### src/rtl/exe_stage_md_if.sv
// exe_stage_md_if: ID/EX inputs and EX/MEM outputs of the execute stage.
//   master : ID side / bench, drives the instruction slot and observes the results
//   slave  : execute stage (exe_stage_md)
//   Inputs : in_valid, jal, aluc[3:0], aluimm, shift, mdop[2:0], pc4, a, b, imm, rn
//   Outputs: stall (combinational), md_busy, out_valid, ealu, ern, eb (registered)
interface exe_stage_md_if #(
    parameter int WIDTH = 32,
    parameter int RN_W  = 5
);
    logic             in_valid;
    logic             jal;
    logic [3:0]       aluc;
    logic             aluimm;
    logic             shift;
    logic [2:0]       mdop;
    logic [WIDTH-1:0] pc4;
    logic [WIDTH-1:0] a;
    logic [WIDTH-1:0] b;
    logic [WIDTH-1:0] imm;
    logic [RN_W-1:0]  rn;
    logic             stall;
    logic             md_busy;
    logic             out_valid;
    logic [WIDTH-1:0] ealu;
    logic [RN_W-1:0]  ern;
    logic [WIDTH-1:0] eb;

    modport master (
        output in_valid, jal, aluc, aluimm, shift, mdop, pc4, a, b, imm, rn,
        input  stall, md_busy, out_valid, ealu, ern, eb
    );

    modport slave (
        input  in_valid, jal, aluc, aluimm, shift, mdop, pc4, a, b, imm, rn,
        output stall, md_busy, out_valid, ealu, ern, eb
    );
endinterface

### src/rtl/exe_stage_md.sv
// exe_stage_md: execute stage with ALU, iterative multiply/divide (HI/LO),
// mfhi/mflo result forwarding, registered EX/MEM output and a stall toward ID.
//   clk  : clock, rising edge
//   rst  : asynchronous active-high reset
//   bus  : exe_stage_md_if.slave (instruction slot in, EX/MEM results out)
//
// ALU encoding (aluc): x000 add, x100 sub, x001 and, x101 or, x010 xor,
// x110 lui, 0011/1011 sll, 0111 srl, 1111 sra. Shifts shift B by A.
//
// mdop: 0 none, 1 mult, 2 multu, 3 div, 4 divu, 5 mfhi, 6 mflo, 7 none.
//
// state | meaning
// IDLE  | no mul/div in flight, may accept one
// MUL   | shift-add multiply iterating, md_busy high
// DIV   | restoring divide iterating, md_busy high
module exe_stage_md #(
    parameter int WIDTH = 32,
    parameter int RN_W  = 5
) (
    input logic           clk,
    input logic           rst,
    exe_stage_md_if.slave bus
);
    localparam int CW = $clog2(WIDTH + 1);

    typedef enum logic [1:0] {IDLE, MUL, DIV} state_t;

    state_t           state;
    logic [CW-1:0]    cnt;
    logic             md_busy_q;
    logic             out_valid_q;
    logic [WIDTH-1:0] ealu_q;
    logic [WIDTH-1:0] eb_q;
    logic [RN_W-1:0]  ern_q;
    logic [WIDTH-1:0] hi;
    logic [WIDTH-1:0] lo;
    // acc_hi:acc_lo is the product accumulator (MUL) or remainder:quotient (DIV)
    logic [WIDTH-1:0] acc_hi;
    logic [WIDTH-1:0] acc_lo;
    logic [WIDTH-1:0] opd;
    logic             neg_q;
    logic             neg_r;
    logic             dz;

    logic [WIDTH-1:0]   alua, alub, alures, result;
    logic               md_any, md_start, is_sgn, stall;
    logic [WIDTH-1:0]   ma, mb;
    logic [WIDTH:0]     msum, dtrial;
    logic [WIDTH-1:0]   nx_hi, nx_lo;
    logic [2*WIDTH-1:0] prod, pfin;
    logic [WIDTH-1:0]   quo, rem;

    function automatic logic [WIDTH-1:0] alu(input logic [3:0] c,
                                             input logic [WIDTH-1:0] x,
                                             input logic [WIDTH-1:0] y);
        logic [WIDTH-1:0] r;
        r = '0;
        case (c[2:0])
            3'b000: r = x + y;
            3'b100: r = x - y;
            3'b001: r = x & y;
            3'b101: r = x | y;
            3'b010: r = x ^ y;
            3'b110: r = {y[WIDTH/2-1:0], {(WIDTH/2){1'b0}}};
            3'b011: r = y << x;
            3'b111: r = c[3] ? WIDTH'($signed(y) >>> x) : (y >> x);
            default: r = '0;
        endcase
        return r;
    endfunction

    assign alua   = bus.shift  ? bus.imm : bus.a;
    assign alub   = bus.aluimm ? bus.imm : bus.b;
    assign alures = alu(bus.aluc, alua, alub);

    assign result = bus.jal           ? bus.pc4 + WIDTH'(4) :
                    (bus.mdop == 3'd5) ? hi :
                    (bus.mdop == 3'd6) ? lo : alures;

    assign md_any   = (bus.mdop >= 3'd1) && (bus.mdop <= 3'd6);
    assign md_start = (bus.mdop >= 3'd1) && (bus.mdop <= 3'd4);
    assign stall    = bus.in_valid && md_any && md_busy_q;

    // Both engines work on magnitudes; signs are reapplied when HI/LO are written.
    assign is_sgn = (bus.mdop == 3'd1) || (bus.mdop == 3'd3);
    assign ma     = (is_sgn && bus.a[WIDTH-1]) ? -bus.a : bus.a;
    assign mb     = (is_sgn && bus.b[WIDTH-1]) ? -bus.b : bus.b;

    always_comb begin
        msum   = {1'b0, acc_hi} + (acc_lo[0] ? {1'b0, opd} : {(WIDTH+1){1'b0}});
        dtrial = {acc_hi, acc_lo[WIDTH-1]} - {1'b0, opd};
        nx_hi  = '0;
        nx_lo  = '0;
        if (state == MUL) begin
            nx_hi = msum[WIDTH:1];
            nx_lo = {msum[0], acc_lo[WIDTH-1:1]};
        end else if (!dtrial[WIDTH]) begin
            nx_hi = dtrial[WIDTH-1:0];
            nx_lo = {acc_lo[WIDTH-2:0], 1'b1};
        end else begin
            nx_hi = {acc_hi[WIDTH-2:0], acc_lo[WIDTH-1]};
            nx_lo = {acc_lo[WIDTH-2:0], 1'b0};
        end
        prod = {nx_hi, nx_lo};
        pfin = neg_q ? -prod : prod;
        quo  = neg_q ? -nx_lo : nx_lo;
        rem  = neg_r ? -nx_hi : nx_hi;
    end

    always_ff @(posedge clk or posedge rst) begin
        if (rst) begin
            state       <= IDLE;
            cnt         <= '0;
            md_busy_q   <= 1'b0;
            out_valid_q <= 1'b0;
            ealu_q      <= '0;
            eb_q        <= '0;
            ern_q       <= '0;
            hi          <= '0;
            lo          <= '0;
            acc_hi      <= '0;
            acc_lo      <= '0;
            opd         <= '0;
            neg_q       <= 1'b0;
            neg_r       <= 1'b0;
            dz          <= 1'b0;
        end else begin
            if (!stall) begin
                out_valid_q <= bus.in_valid;
                ealu_q      <= result;
                ern_q       <= bus.rn;
                eb_q        <= bus.b;
            end else begin
                out_valid_q <= 1'b0;
            end

            case (state)
                IDLE: begin
                    if (bus.in_valid && !stall && md_start) begin
                        state     <= (bus.mdop <= 3'd2) ? MUL : DIV;
                        cnt       <= CW'(WIDTH);
                        md_busy_q <= 1'b1;
                        acc_hi    <= '0;
                        acc_lo    <= ma;
                        opd       <= mb;
                        neg_q     <= is_sgn && (bus.a[WIDTH-1] ^ bus.b[WIDTH-1]);
                        neg_r     <= is_sgn && bus.a[WIDTH-1];
                        dz        <= (bus.b == '0);
                    end
                end
                MUL, DIV: begin
                    acc_hi <= nx_hi;
                    acc_lo <= nx_lo;
                    cnt    <= cnt - CW'(1);
                    if (cnt == CW'(1)) begin
                        state     <= IDLE;
                        md_busy_q <= 1'b0;
                        if (state == MUL) begin
                            hi <= pfin[2*WIDTH-1:WIDTH];
                            lo <= pfin[WIDTH-1:0];
                        end else begin
                            // with a zero divisor the remainder already equals the dividend
                            hi <= rem;
                            lo <= dz ? '1 : quo;
                        end
                    end
                end
                default: begin
                    state     <= IDLE;
                    md_busy_q <= 1'b0;
                end
            endcase
        end
    end

    assign bus.stall     = stall;
    assign bus.md_busy   = md_busy_q;
    assign bus.out_valid = out_valid_q;
    assign bus.ealu      = ealu_q;
    assign bus.ern       = ern_q;
    assign bus.eb        = eb_q;
endmodule

### src/flat_wrapper.sv
// flat-port wrapper written by rule: the top's interface ports become plain ports
module exe_stage_md_flat 
#(
    parameter int WIDTH = 32,
    parameter int RN_W  = 5
)
  (clk, rst, bus_in_valid, bus_jal, bus_aluc, bus_aluimm, bus_shift, bus_mdop, bus_pc4, bus_a, bus_b, bus_imm, bus_rn, bus_stall, bus_md_busy, bus_out_valid, bus_ealu, bus_ern, bus_eb);
  exe_stage_md_if #(.WIDTH(WIDTH), .RN_W(RN_W)) bus_i ();
  input logic clk;
  input logic rst;
  input wire logic [$bits(bus_i.in_valid)-1:0] bus_in_valid;
  input wire logic [$bits(bus_i.jal)-1:0] bus_jal;
  input wire logic [$bits(bus_i.aluc)-1:0] bus_aluc;
  input wire logic [$bits(bus_i.aluimm)-1:0] bus_aluimm;
  input wire logic [$bits(bus_i.shift)-1:0] bus_shift;
  input wire logic [$bits(bus_i.mdop)-1:0] bus_mdop;
  input wire logic [$bits(bus_i.pc4)-1:0] bus_pc4;
  input wire logic [$bits(bus_i.a)-1:0] bus_a;
  input wire logic [$bits(bus_i.b)-1:0] bus_b;
  input wire logic [$bits(bus_i.imm)-1:0] bus_imm;
  input wire logic [$bits(bus_i.rn)-1:0] bus_rn;
  output wire logic [$bits(bus_i.stall)-1:0] bus_stall;
  output wire logic [$bits(bus_i.md_busy)-1:0] bus_md_busy;
  output wire logic [$bits(bus_i.out_valid)-1:0] bus_out_valid;
  output wire logic [$bits(bus_i.ealu)-1:0] bus_ealu;
  output wire logic [$bits(bus_i.ern)-1:0] bus_ern;
  output wire logic [$bits(bus_i.eb)-1:0] bus_eb;
  assign bus_i.in_valid = bus_in_valid;
  assign bus_i.jal = bus_jal;
  assign bus_i.aluc = bus_aluc;
  assign bus_i.aluimm = bus_aluimm;
  assign bus_i.shift = bus_shift;
  assign bus_i.mdop = bus_mdop;
  assign bus_i.pc4 = bus_pc4;
  assign bus_i.a = bus_a;
  assign bus_i.b = bus_b;
  assign bus_i.imm = bus_imm;
  assign bus_i.rn = bus_rn;
  assign bus_stall = bus_i.stall;
  assign bus_md_busy = bus_i.md_busy;
  assign bus_out_valid = bus_i.out_valid;
  assign bus_ealu = bus_i.ealu;
  assign bus_ern = bus_i.ern;
  assign bus_eb = bus_i.eb;
  exe_stage_md #(.WIDTH(WIDTH), .RN_W(RN_W)) u_core (.clk(clk), .rst(rst), .bus(bus_i));
endmodule
### config.mk
export PLATFORM = sky130hd
export DESIGN_NAME = exe_stage_md_flat
export DESIGN_NICKNAME = d
export VERILOG_FILES = /design/src/rtl/exe_stage_md_if.sv /design/src/rtl/exe_stage_md.sv /design/src/flat_wrapper.sv
export SDC_FILE = /design/constraint.sdc
export NUM_CORES = 2
export LEC_CHECK = 0
export ABC_AREA = 1
export CAP_MARGIN = 20
export CELL_PAD_IN_SITES_DETAIL_PLACEMENT = 1
export CELL_PAD_IN_SITES_GLOBAL_PLACEMENT = 2
export CORE_UTILIZATION = 30
export DETAILED_ROUTE_END_ITERATION = 8
export HOLD_SLACK_MARGIN = 0.08
export PLACE_DENSITY = 0.82
export RECOVER_POWER = 50
export REMOVE_ABC_BUFFERS = 1
export SYNTH_ARGS = -nofsm -noshare
export SYNTH_HDL_FRONTEND = slang
export SYNTH_SLANG_ARGS = --single-unit
export TNS_END_PERCENT = 20
### constraint.sdc
create_clock -name clk -period 8.6 [get_ports clk]
set_input_delay 0.86 -clock clk [delete_from_list [all_inputs] [get_ports clk]]
set_output_delay 0.86 -clock clk [all_outputs]
set_load 0.005 [all_outputs]
Word level (Yosys, flattened, before mapping). Index checks and enable logic that the tools add are counted.

Bits of input ports: 146. Register bits: 242.

Reductions and logical operators: 20. Bitwise logic cells: 4. Multiplexer cells: 34. Add/sub/neg operators: 11. $lt $le $gt $ge: 4. Shift operators: 3. Equality and inequality tests: 16.

Operators by type and width (count): $mux 32 (19); $pmux 32 s8 (1); $neg 32->32 (4); $pmux 32 s2 (2); $mux 64 (1); $neg 64->64 (1); $add 32x33->33 (1); $sub 33x32->33 (1); $add 32x3->32 const B (1); $add 32x32->32 (1); $and 32x32->32 (1); $logic_not 32->1 (1); $or 32x32->32 (1); $shl 32x32->32 (1); $shr 32x32->32 (1); $sshr 32x32->32 (1); $sub 32x32->32 (1); $xor 32x32->32 (1); $eq 3x3->1 const B (6); $pmux 6 s2 (1); $eq 3x2->1 const B (3); $logic_and 1x1->1 (9); $reduce_and 2->1 (4); $eq 3x1->1 const B (2); other kinds (20) (27).

Logic depth before layout (Yosys ltp).
Depth in word-level cells: 9. Gate-level depth with buffers: 36. Depth with buffers taken out: 35.

Least setup slack after synthesis. Ideal clock, no wire load.

Path type: in2reg. From: in bus_aluimm. To: reg u_core.ealu_q[26] (netlist: u_core.bus.ealu[26]). Stages on the path: 30. Library setup time: 0.077 ns. Data arrival time: 4.575 ns. Slack: 3.947 ns. Data required time: 8.523 ns. Cell sequence: buf_6 > buf_2 > o21ai_1 > ha_1 > nand3_2 > nor3_2 > nand3_1 > nor3_2 > nand3_1 > nor2_1 > nand2_1 > nand2_1 > o21ai_0 > xor2_1 > ha_1 > nand2_1 > o21ai_0 > a31oi_1 > nand3_1 > nand3_1 > nand2_1 > nand2_1 > nand2_1 > a21o_1 > or2_2 > nand3_1 > nand3_1 > nand2_1 > nand2_1 > a21oi_1.

Longest elaborated chain between the ends: 7.

Ends and longest elaborated chain: start: declaration (RTL line flat_wrapper.sv:14) `input wire logic [$bits(bus_i.aluimm)-1:0] bus_aluimm;`; $mux 32 (*) (RTL line exe_stage_md.sv:73) `assign alub = bus.aluimm ? bus.imm : bus.b;`; parallel branches: the longest is 2 deep, another holds $sub 32x32->32; $pmux 32 s8 (*) (RTL line exe_stage_md.sv:58) `case (c[2:0])`; $mux 32 (*) (RTL line exe_stage_md.sv:78) `(bus.mdop == 3'd6) ? lo : alures;`; $mux 32 (*) (RTL line exe_stage_md.sv:77) `(bus.mdop == 3'd5) ? hi :`; $mux 32 (*) (RTL line exe_stage_md.sv:76) `assign result = bus.jal ? bus.pc4 + WIDTH'(4) :`; end signal: assignment (RTL line exe_stage_md.sv:130) `ealu_q <= result;`; end: declaration (RTL line exe_stage_md.sv:32) `logic [WIDTH-1:0] ealu_q;`.

Every way passes the cells marked *. A chain may end at the register's enable or synchronous reset.

Worst setup path after layout.
From: reg u_core.acc_lo[31]. To: reg u_core.hi[10].

Longest elaborated chain between the ends: 6.

Ends and longest elaborated chain: start: declaration (RTL line exe_stage_md.sv:39) `logic [WIDTH-1:0] acc_lo;`; start signal: assignment (RTL line exe_stage_md.sv:144) `acc_lo <= ma;`; start signal: assignment (RTL line exe_stage_md.sv:153) `acc_lo <= nx_lo;`; $sub 33x32->33 (RTL line exe_stage_md.sv:91) `dtrial = {acc_hi, acc_lo[WIDTH-1]} - {1'b0, opd};`; $mux 1 or $mux 32 (tied branches) (RTL line exe_stage_md.sv:97) `end else if (!dtrial[WIDTH]) begin`; $mux 32 (RTL line exe_stage_md.sv:94) `if (state == MUL) begin`; $neg 64->64 or $neg 32->32 (tied branches) (RTL line exe_stage_md.sv:105, exe_stage_md.sv:107); $mux 64 or $mux 32 (tied branches) (RTL line exe_stage_md.sv:105, exe_stage_md.sv:107); $mux 32 (*) (RTL line exe_stage_md.sv:158) `if (state == MUL) begin`; end signal: assignment (RTL line exe_stage_md.sv:159) `hi <= pfin[2*WIDTH-1:WIDTH];`; end signal: assignment (RTL line exe_stage_md.sv:163) `hi <= rem;`; end: declaration (RTL line exe_stage_md.sv:35) `logic [WIDTH-1:0] hi;`.

Every way passes the cells marked *; elsewhere a longest branch is shown, timed or not.

==> reports/summary.txt <==
status -> finished, violations left
failing checks -> max-capacitance violations, max-slew violations
DRT Pass-1 Iters -> 5
largest net degree at the start of global routing -> 149
vias post-DR -> 35.8k
Max Cap Viol -> 2
final setup fails -> 0
clk buf depth -> 3
Req. time, crit path -> 9040 ps
Final Skew -> 33.2 ps
Antenna Nets Post-Route -> 0
XOR/XNOR Fraction of Synth Area -> 0.0385
Max Clk Rate -> 0.168 GHz
most frequent CP cell -> nand2_1
top post-synthesis cells by area -> nand2_1, dfrtp_1, inv_1, nand3_1, ha_1
Pwr Total -> 0.0115 W
Distinct cells, synth -> 63
DRC viols -> 0
Mean Syn Cell Area -> 5.80 um2
post-CTS resize count -> 0
root buffer cell -> clkbuf_16
Leakage -> 17.3 nW
Max stage delay on crit path -> 580 ps
RSZ-0062 raised after global routing -> false
worst vdd ir -> 0.000210 V
hold slack final -> 466 ps
Routed WL per cell -> 24.3 um
# IOs -> 218
compound-cell area share of the yosys netlist -> 0.181
Power Dens Cells -> 332 mW/mm2
Nets -> 5595
crit path kind -> reg -> reg
CORE AREA -> 0.0987 mm2
Starting Density -> 0.304
PortBufs -> 217
iteration-0 DRC count of the detailed router -> 3111
CP bufs+invs -> 3
Post-synth ARST share -> 1.00
r2r setup slk -> 2640 ps
Fin. Hold Viols -> 0
crit path DAT -> 6400 ps
critical path fanouts, max -> 33
sequential share of the synthesized area -> 0.202
vias in the first global route -> 35.6k
final wirelength -> 160000 um
Worst Tran Pin Value -> 4870 ps
die area -> 0.101 mm2
total gr overflow -> 0
Post-CTS Setup Inserts -> 0
RD Place Congestion -> 0.988
Die H -> 318 um
CP delay by family, top -> simple AND/OR/NAND/NOR gates
Worst setup SP type -> register
ratio of cells with drive above 1 in the final layout -> 0.0462
hpwl dp -> 129000 um
CTS buffer count -> 35
TritonCTS clock tree -> built
area leader, netlist -> nand2_1
Worst-Skew Late Latency -> 590 ps
post-synthesis simple-gate area fraction -> 0.388
first-pass GRT wire length -> 237000 um
total global-route track usage -> 0.310
synthesis-to-layout area growth -> 15.1%
Hold Path Class -> reg -> reg
# hold bufs at CTS -> 0
FP Rows -> 115
#FFs+latches synth -> 242
fin. max-slew vios -> 142
Clock Sinks -> 242
Slew headroom -> -2.27
htree depth -> 2
Vias/cell -> 5.44
die width -> 318 um
Clk pin slew, worst setup/hold paths -> 60 ps
initial antenna violation count -> 9
post-layout min period -> 5960 ps
adder-cell area share of the yosys netlist -> 0.0724
kind of end point of the critical path -> register
Synth Warn # -> 0
Post-Syn Area -> 0.0300 mm2
Post-synth EDFFs -> 0
final worst-path cycle share -> 0.693
cells after synthesis -> 5174
Final TNS setup -> 0 ps
Crit-path slowest cell -> nor3_1
mux cell area share after synthesis -> 0
largest family of logic cells by synthesized area -> simple AND/OR/NAND/NOR gates
top cell type's share of synthesized area -> 0.203
Top FF cell, synth -> dfrtp_1
-- per-layer routing --
layer  vias to the layer above  track usage  wire [um]
li1                      17100            -          -
met4                         8        0.138       7920
met1                     17400        0.410      70800
met3                       279       0.0404       8820
met2                      1073        0.504      72400
met5                         -            0         52
-- cells in the final DEF, fill, tap and decap left out, drive strengths merged, types with 6 or more instances in the layout --
master / count
o22ai: 51
a31oi: 20
o2111ai: 6
buf: 64
a22oi: 15
or2: 15
nand3: 448
ha: 169
o21a: 8
nor3: 60
xnor2: 22
a21o: 8
nand4: 80
inv: 674
clkinv: 8
clkbuf: 51
xor2: 110
o211ai: 35
o31ai: 6
nand3b: 9
nand2: 1647
o21bai: 21
o21ai: 469
clkdlybuf4s50: 143
a221oi: 14
dfrtp: 242
nor4: 38
o221ai: 7
a21oi: 288
nor2: 451
and2: 7
dlygate4sd3: 72
-- where the power goes --
group | total (W) | leakage (nW) | internal (W) | switching, W
Sequential | 0.00201 | 3.01 | 0.00160 | 0.000408
Clock | 0.00157 | 0.583 | 0.000956 | 0.000615
Combinational | 0.00788 | 13.7 | 0.00229 | 0.00559
Total | 0.0115 | 17.3 | 0.00485 | 0.00661
-- logic make-up (layout without fill, tap and decap cells) --
group / after synthesis / in the layout
simple gates: 2762 / 2762
compound gates: 971 / 971
flops: 242 / 242
fa+ha+maj: 172 / 172
xor+xnor: 132 / 132
other cells: 0 / 2
buf+inv: 895 / 1020
-- state kept, by name, indices dropped and copies added, names as in the netlist, 2 cells and up --
name / count
u_core.bus.ern: 5
u_core.hi: 32
u_core.acc_hi: 32
u_core.bus.eb: 32
u_core.lo: 32
u_core.cnt: 6
u_core.acc_lo: 32
u_core.bus.ealu: 32
u_core.state: 2
u_core.opd: 32
-- cells in the mapped netlist, drive strengths merged (2+ instances only) --
master and instances:
clkinv 6, o31ai 6, nand3 448, and2 7
a22o 4, a221oi 14, fa 3, nor4 38
and3 5, a21boi 4, ha 169, a211oi 3
inv 676, nand2 1647, nand4 80, o211ai 35
o22ai 51, o21bai 21, nand3b 9, buf 90
xnor2 22, a32oi 5, clkbuf 123, o221ai 7
o21ai 469, o2111ai 6, nor2 451, dfrtp 242
nor3 60, xor2 110, a22oi 15, a31oi 20
a21o 8, a21oi 288, o311ai 2, or2 15
o21a 8
-- metrics by stage --
step | worst slack, ps | utilization | cell area (um2) | cells
4_1_cts | 2800 | 0.350 | 34600 | 6586
5_1_grt | 2290 | 0.350 | 34600 | 6586
2_1_floorplan | 355 | - | 29000 | 4961
6_report | 2640 | 0.350 | 34600 | 6588
3_3_place_gp | 2290 | 0.338 | 33400 | 6527
3_5_place_dp | 2250 | 0.338 | 33400 | 6527
-- path summary, 6_finish.rpt --
path,start,end,cells after the start
hold / removal,u_core.bus.eb[26]$_DFFE_PP0N_,u_core.bus.eb[26]$_DFFE_PP0N_,2
min in group asynchronous,rst,u_core.bus.eb[31]$_DFFE_PP0N_,2
setup / recovery,u_core.acc_lo[31]$_DFFE_PP0P_,u_core.hi[10]$_DFFE_PP0P_,30
hold reg to reg,u_core.bus.eb[26]$_DFFE_PP0N_,u_core.bus.eb[26]$_DFFE_PP0N_,2
setup reg to reg,u_core.acc_lo[31]$_DFFE_PP0P_,u_core.hi[10]$_DFFE_PP0P_,30
max in group asynchronous,rst,u_core.bus.ern[3]$_DFFE_PP0N_,3
-- worst register-to-register path, delay by kind of cell (launching register included) --
kind | cells | cell delay (ps)
and+or+nand+nor | 20 | 3240
AOI/OAI and AO/OA | 3 | 700
adders and majority gates | 3 | 880
DFF | 1 | 360
buffers and inverters | 3 | 260
xor gates and xnor gates | 1 | 360
-- cell type report --
| type | instances | area [um2] |
|---|---|---|
| Antenna cell | 2 | 5.00 |
| Clock buffer | 51 | 1080 |
| Clock inverter | 8 | 126 |
| Fill cell | 13200 | 64100 |
| Inverter | 682 | 2560 |
| Multi-Input combinational cell | 4037 | 20500 |
| Sequential cell | 242 | 6060 |
| Tap cell | 1287 | 1610 |
| Timing Repair Buffer | 279 | 2640 |
Power figures use the tool's default switching activity.
